<file path="config.mk">
export PLATFORM = sky130hd
export DESIGN_NAME = exception_ctrl
export DESIGN_NICKNAME = d
export VERILOG_FILES = /design/src/rtl/exception_ctrl.sv
export SDC_FILE = /design/constraint.sdc
export NUM_CORES = 1
export LEC_CHECK = 0
export ABC_AREA = 1
export BUFFER_PORTS_ARGS = -buffer_cell sky130_fd_sc_hd__buf_4
export CORE_AREA = 2 2 130 132
export DETAILED_ROUTE_END_ITERATION = 16
export DIE_AREA = 0 0 132 134
export GPL_TIMING_DRIVEN = 0
export PLACE_DENSITY = 0.83
export SYNTH_ARGS = -nofsm -noshare
export SYNTH_HDL_FRONTEND = slang
export SYNTH_SLANG_ARGS = --single-unit
</file>
<file path="constraint.sdc">
create_clock -name clk -period 1.3 [get_ports clk]
set_clock_uncertainty 0.05 [all_clocks]
set_input_delay 0.195 -clock clk [delete_from_list [all_inputs] [get_ports clk]]
set_output_delay 0.195 -clock clk [all_outputs]
set_load 0.05 [all_outputs]
</file>
<file path="src/rtl/exception_ctrl.sv">
// rtl/exception_ctrl.sv - single-level exception controller with sticky pending sources
//
// Purpose: latches exception requests, redirects fetch to VECTOR, records
// the return state (ERR/ELR/ESR) and returns through eret.
// Optional feature macro: EXC_CTRL_MASK_EN (per-source enable mask register).
//
// Ports:
//   clk          sole clock, rising edge
//   reset        synchronous active-low reset
//   exc_src      per-source exception request, bit 0 highest priority
//   eret         exception-return instruction in Execute
//   NextPC_F     next PC (saved to ERR)
//   imem_addr_F  fetch PC (saved to ELR, compared with VECTOR for ack)
//   PCBranch_E   execute-stage branch target
//   sys_sel      system register read select: 0 ERR, 1 ELR, 2 ESR, 3 zero
//   mask_wr      source-enable mask write strobe
//   mask_wdata   source-enable mask write data
//   exc_req      forces fetch PC to VECTOR
//   ExcAck       handler fetch acknowledged
//   PCBranch_F   selected branch / return target
//   sys_rdata    selected system register, zero-extended
//   busy         controller not idle

module exception_ctrl #(
  parameter int          N      = 64,
  parameter int          NSRC   = 4,
  parameter int          EW     = 4,
  parameter logic [63:0] VECTOR = 64'hD8
) (
  input  logic            clk,
  input  logic            reset,
  input  logic [NSRC-1:0] exc_src,
  input  logic            eret,
  input  logic [N-1:0]    NextPC_F,
  input  logic [N-1:0]    imem_addr_F,
  input  logic [N-1:0]    PCBranch_E,
  input  logic [1:0]      sys_sel,
  input  logic            mask_wr,
  input  logic [NSRC-1:0] mask_wdata,
  output logic            exc_req,
  output logic            ExcAck,
  output logic [N-1:0]    PCBranch_F,
  output logic [N-1:0]    sys_rdata,
  output logic            busy
);

  localparam logic [N-1:0] VEC = N'(VECTOR);

  typedef enum logic [1:0] {IDLE, PENDING, SERVICE} state_t;

  state_t          state;
  logic [NSRC-1:0] pending;
  logic [NSRC-1:0] eff;
  logic [NSRC-1:0] enable;
  logic [NSRC-1:0] eligible;
  logic [NSRC-1:0] take_onehot;
  logic [EW-1:0]   take_code;
  logic            take_any;
  logic [N-1:0]    err;
  logic [N-1:0]    elr;
  logic [EW-1:0]   esr;

`ifdef EXC_CTRL_MASK_EN
  logic [NSRC-1:0] mask;

  always_ff @(posedge clk) begin
    if (!reset)
      mask <= '1;
    else if (mask_wr)
      mask <= mask_wdata;
  end

  // Write-through: a source enabled by this cycle's write is eligible on the
  // same edge that stores the new mask.
  assign enable = mask_wr ? mask_wdata : mask;
`else
  // Mask inputs have no effect in this build; all sources are eligible.
  assign enable = {NSRC{1'b1}} | (mask_wdata & {NSRC{mask_wr}});
`endif

  // Requests of the current cycle count as already pending, so a request
  // seen in IDLE is taken on the same edge.
  assign eff      = pending | exc_src;
  assign eligible = eff & enable;

  // Lowest-index eligible source wins; ESR holds index+1 so 0 means "none".
  always_comb begin
    take_any    = 1'b0;
    take_onehot = '0;
    take_code   = '0;
    for (int i = 0; i < NSRC; i++) begin
      if (eligible[i] && !take_any) begin
        take_any       = 1'b1;
        take_onehot[i] = 1'b1;
        take_code      = EW'(i + 1);
      end
    end
  end

  always_ff @(posedge clk) begin
    if (!reset) begin
      state   <= IDLE;
      pending <= '0;
      err     <= '0;
      elr     <= '0;
      esr     <= '0;
    end else begin
      pending <= eff;
      case (state)
        IDLE: begin
          if (take_any) begin
            state   <= PENDING;
            err     <= NextPC_F;
            elr     <= imem_addr_F;
            esr     <= take_code;
            pending <= eff & ~take_onehot;
          end
        end
        PENDING: begin
          if (ExcAck)
            state <= SERVICE;
        end
        SERVICE: begin
          if (eret)
            state <= IDLE;
        end
        default: state <= IDLE;
      endcase
    end
  end

  assign exc_req    = (state == PENDING);
  assign ExcAck     = exc_req && (imem_addr_F == VEC);
  assign busy       = (state != IDLE);
  assign PCBranch_F = ((state == SERVICE) && eret) ? err : PCBranch_E;

  always_comb begin
    sys_rdata = '0;
    case (sys_sel)
      2'd0:    sys_rdata = err;
      2'd1:    sys_rdata = elr;
      2'd2:    sys_rdata = N'(esr);
      default: sys_rdata = '0;
    endcase
  end

endmodule

</file>
==> results of run 1 <==
synthesized netlist by cell type, types with 2 or more instances:
cell type,count,area (um^2)
clkbuf_1,43,161
buf_4,2,15.0
buf_6,14,158
a21oi_2,5,43.8
a21oi_1,62,310
o211ai_1,4,30.0
o21ai_1,8,40.0
nand3_1,71,355
o21ai_0,248,1240
buf_1,6,22.5
nand2_1,89,334
inv_1,76,285
nor2_1,175,657
buf_2,10,50.1
dfxtp_1,137,2740
stage by stage:
stage | std cells | setup TNS (ps)
after global placement | 1511 | -94840
after detailed placement | 1511 | -99850
after floorplan | 961 | -19520
after CTS | 1641 | -83090
repair_timing:
action                                  CTS
endpoints found under the setup margin  263
cloned                                   11
hold endpoints to repair                 64
resized for setup                       409
hold buffers                             64
pin swaps                                52
buffers inserted                         23
kinds of logic after synthesis:
kind of cell | share of synthesized area
and+or+nand+nor | 0.216
buffers and inverters | 0.109
DFF | 0.419
AOI/OAI and AO/OA | 0.256
==> flow_summary.json, run 1 <==
{
  "ys_ff_latch": 137,
  "post-place-ws_ps": -950,
  "synth_warnings": 0,
  "die_x_um": 132,
  "async_reset_ff_frac": 0,
  "outcome": "stopped before the end",
  "worst-endpoint-pin-kind": "output port",
  "cts_buffer_depth": 2,
  "hpwl_um": 20300,
  "haltStage": "global routing (5_1_grt)",
  "routabilityCongestion": 0.842,
  "stop_error": "[ERROR DPL-0038] Utilization greater than 100%, impossible to legalize",
  "synth_area_per_cell_um2": 6.81,
  "synthCells": 961,
  "ctsRootBufferMaster": "clkbuf_16",
  "syn-num-nets": 1167,
  "std_cell_rows": 47,
  "synth.cell_area_um2": 6550,
  "cts_made_buffers": 17,
  "synth-edff-count": 0,
  "start_util": 0.402,
  "clkSinkCount": 137,
  "placed_area_um2": 10600,
  "h-tree-depth": 4,
  "chipHeight_um": 134,
  "port_buffers": 330,
  "grt_repair_worst_endpoint": "PCBranch_F[10]",
  "io-pin-count": 337,
  "grt_max_degree": 17,
  "synth.distinct_cells": 26,
  "ys_seq_area_frac": 0.419,
  "synth_ff_type": "dfxtp_1"
}
==> run 2: changes to the inputs <==
- CORE_AREA: 2 2 130 132 -> unset
- CORE_UTILIZATION: unset -> 40
- DIE_AREA: 0 0 132 134 -> unset
- PLACE_DENSITY: 0.83 -> unset
- PLACE_DENSITY_LB_ADDON: unset -> 0.15
- clock period: 1.3 -> 1.7 ns (I/O delays scaled with it)
==> run 2 against run 1 <==
Synthesized cell count did not move; the flow now finishes, with violations (negative setup slack); synthesized area stayed put.
==> flow_summary.json, run 2 <==
{
  "ys_ff_latch": 137,
  "h-tree-depth": 4,
  "synth.cell_area_um2": 6550,
  "hpwl_um": 19400,
  "grt_antenna_before_repair": 0,
  "design.die.area_um2": 16900,
  "drcViolationCount": 0,
  "core-area_um2": 15900,
  "start_util": 0.411,
  "drt-initial-drc-count": 422,
  "synth_area_leaders": "dfxtp_1, o21ai_0, nor2_1, nand3_1, nand2_1",
  "report.final.slew_viol_count": 0,
  "port_buffers": 330,
  "crit_type": "reg2out",
  "chipHeight_um": 130,
  "post-place-ws_ps": -739,
  "synthCells": 961,
  "synth-edff-count": 0,
  "io-pin-count": 337,
  "p_leak_nw": 5.23,
  "seqPwrFrac": 0.353,
  "synth_top_area_cell": "dfxtp_1",
  "synth.top_cells.by_count": "o21ai_0, nor2_1, dfxtp_1",
  "cts_tree": "built",
  "cts_made_buffers": 17,
  "antennaDiodeCount": 0,
  "synth_most_common_cell": "o21ai_0",
  "grt_usage": 0.312,
  "ctsRootBufferMaster": "clkbuf_16",
  "crit_required_ps": 1390,
  "start_kind": "flop",
  "cts_hold_buf": 0,
  "postRouteAntennaNets": 0,
  "fin_ws_ps": -255,
  "grt_pass1_vias": 7494,
  "path_clk_slew_ps": 60,
  "drive_gt1_frac": 0.441,
  "hold-worst-slack_ps": 36.5,
  "violations": "negative setup slack",
  "fmax_mhz": 512,
  "p_per_area_nw_per_um2": 907,
  "syn-num-nets": 1167,
  "switchingPower_mw": 3.23,
  "die_x_um": 130,
  "routabilityCongestion": 0.826,
  "async_reset_ff_frac": 0,
  "outcome": "finished with violations",
  "hp-class": "in2reg",
  "synth_top_area_share": 0.419,
  "reg_top3": "elr (64), err (64), pending (4)",
  "gr-total-overflow": 0,
  "insertion_delay_ps": 420,
  "min_period_over_period": 1.15,
  "drtPass1Iterations": 7,
  "n_fill_cell": 1360,
  "clkSinkCount": 137,
  "final_cell_count_no_fill": 1545,
  "grt_pass1_wl_um": 39400,
  "dp.cells": 1507,
  "grt_max_degree": 17,
  "stdcell_area_um2": 11300,
  "worst_ep_arrival_time_ps": 1650,
  "layout_commonest_cell": "buf_4",
  "hold_viol": 0,
  "dr_total_vias": 7909,
  "cap_viol_max_count": 0,
  "routed_via_density": 5.12,
  "std_cell_rows": 46,
  "internal_power_mw": 6.98,
  "synth_warnings": 0,
  "finalCriticalPeriod_ps": 1950,
  "nets": 1523,
  "worst_pin_slew_ps": 640,
  "placed_area_um2": 9550,
  "drt-wirelength-per-cell_um": 17.5,
  "slew_headroom": 0.573,
  "setup_viol": 71,
  "synth_ff_type": "dfxtp_1",
  "ys_seq_area_frac": 0.419,
  "cts_buffer_depth": 2,
  "final_cell_mix": "buf_4, nor2_1, dfxtp_1, o21ai_0, o21ai_2",
  "rsz0062_at_grt": "yes",
  "crit_fanout": 10,
  "synth.distinct_cells": 26,
  "vdd.ir_drop.worst_mv": 0.687,
  "critPathCaptureType": "output port",
  "area_growth_pct": 72.1,
  "sw_frac_of_total": 0.317,
  "synth_area_per_cell_um2": 6.81,
  "drt-total-wl_um": 27100,
  "p_comb_frac": 0.271,
  "p_clk_frac": 0.376
}
-- run 2: cell counts after synthesis --
Identical to the previous run, type by type.
-- run 2: repair_timing --
item | in CTS | in global routing
cloned | 2 | 2
setup buffers | 2 | 1
pin swaps | 1 | 2
resized for setup | 195 | 84
setup endpoints to repair | 140 | 170
-- run 2: final timing paths --
check,startpoint,to,slack [ps],cells after the start
max reg2reg,state[1],elr[62],-30,6
max,state[1],PCBranch_F[48],-250,5
min reg2reg,esr[1],esr[1],420,2
min,imem_addr_F[59],elr[59],40,3
-- run 2: per-stage QoR --
stage	utilization	TNS, ps	power (mW)
6_report	0.706	-14930	10.2
5_1_grt	0.706	-18230	10.6
4_1_cts	0.686	-14610	10.1
3_5_place_dp	0.599	-70070	6.22
3_3_place_gp	0.599	-63000	6.18
2_1_floorplan	-	-11910	5.24
-- run 2: power groups by stage --
stage | registers (mW) | logic [mW] | clock network, mW
after floorplan | 3.65 | 1.59 | 0
after global placement | 3.66 | 2.52 | 0
after detailed placement | 3.67 | 2.55 | 0
after CTS | 3.60 | 2.68 | 3.86
after global routing | 3.64 | 2.96 | 4.01
final | 3.61 | 2.77 | 3.84
-- run 2: layer usage --
layer	global-route usage	wire [um]	vias up
met4	0.135	817	0
met1	0.351	10600	3624
li1	-	-	3887
met3	0.0767	1990	59
met2	0.561	13700	339
met5	0	0	-
-- run 2: area by class of cell --
type | instances | area, um^2 | share of cell area
multi-input combinational | 671 | 3740 | 0.332
clock inverter | 7 | 115 | 0.0102
sequential | 137 | 2750 | 0.244
clock buffer | 24 | 492 | 0.0437
buffer | 76 | 773 | 0.0687
timing repair buffer | 337 | 2840 | 0.252
inverter | 77 | 289 | 0.0257
tap | 216 | 270 | 0.0240
-- run 2: cells by family (layout without fill, tap and decap cells) --
kind of cell	Yosys count	in the layout	synth area share
compound gates	328	328	0.256
buf+inv	153	521	0.109
flops	137	137	0.419
simple gates	343	343	0.216
-- run 2: critical path, stage by stage (launching register included) --
cell and delay [ps]:
dfxtp_4 380, nand3_4 120, clkbuf_16 200, clkbuf_16 180
o21ai_2 150, buf_6 180
No activity file was read; power rests on OpenSTA's default activity.
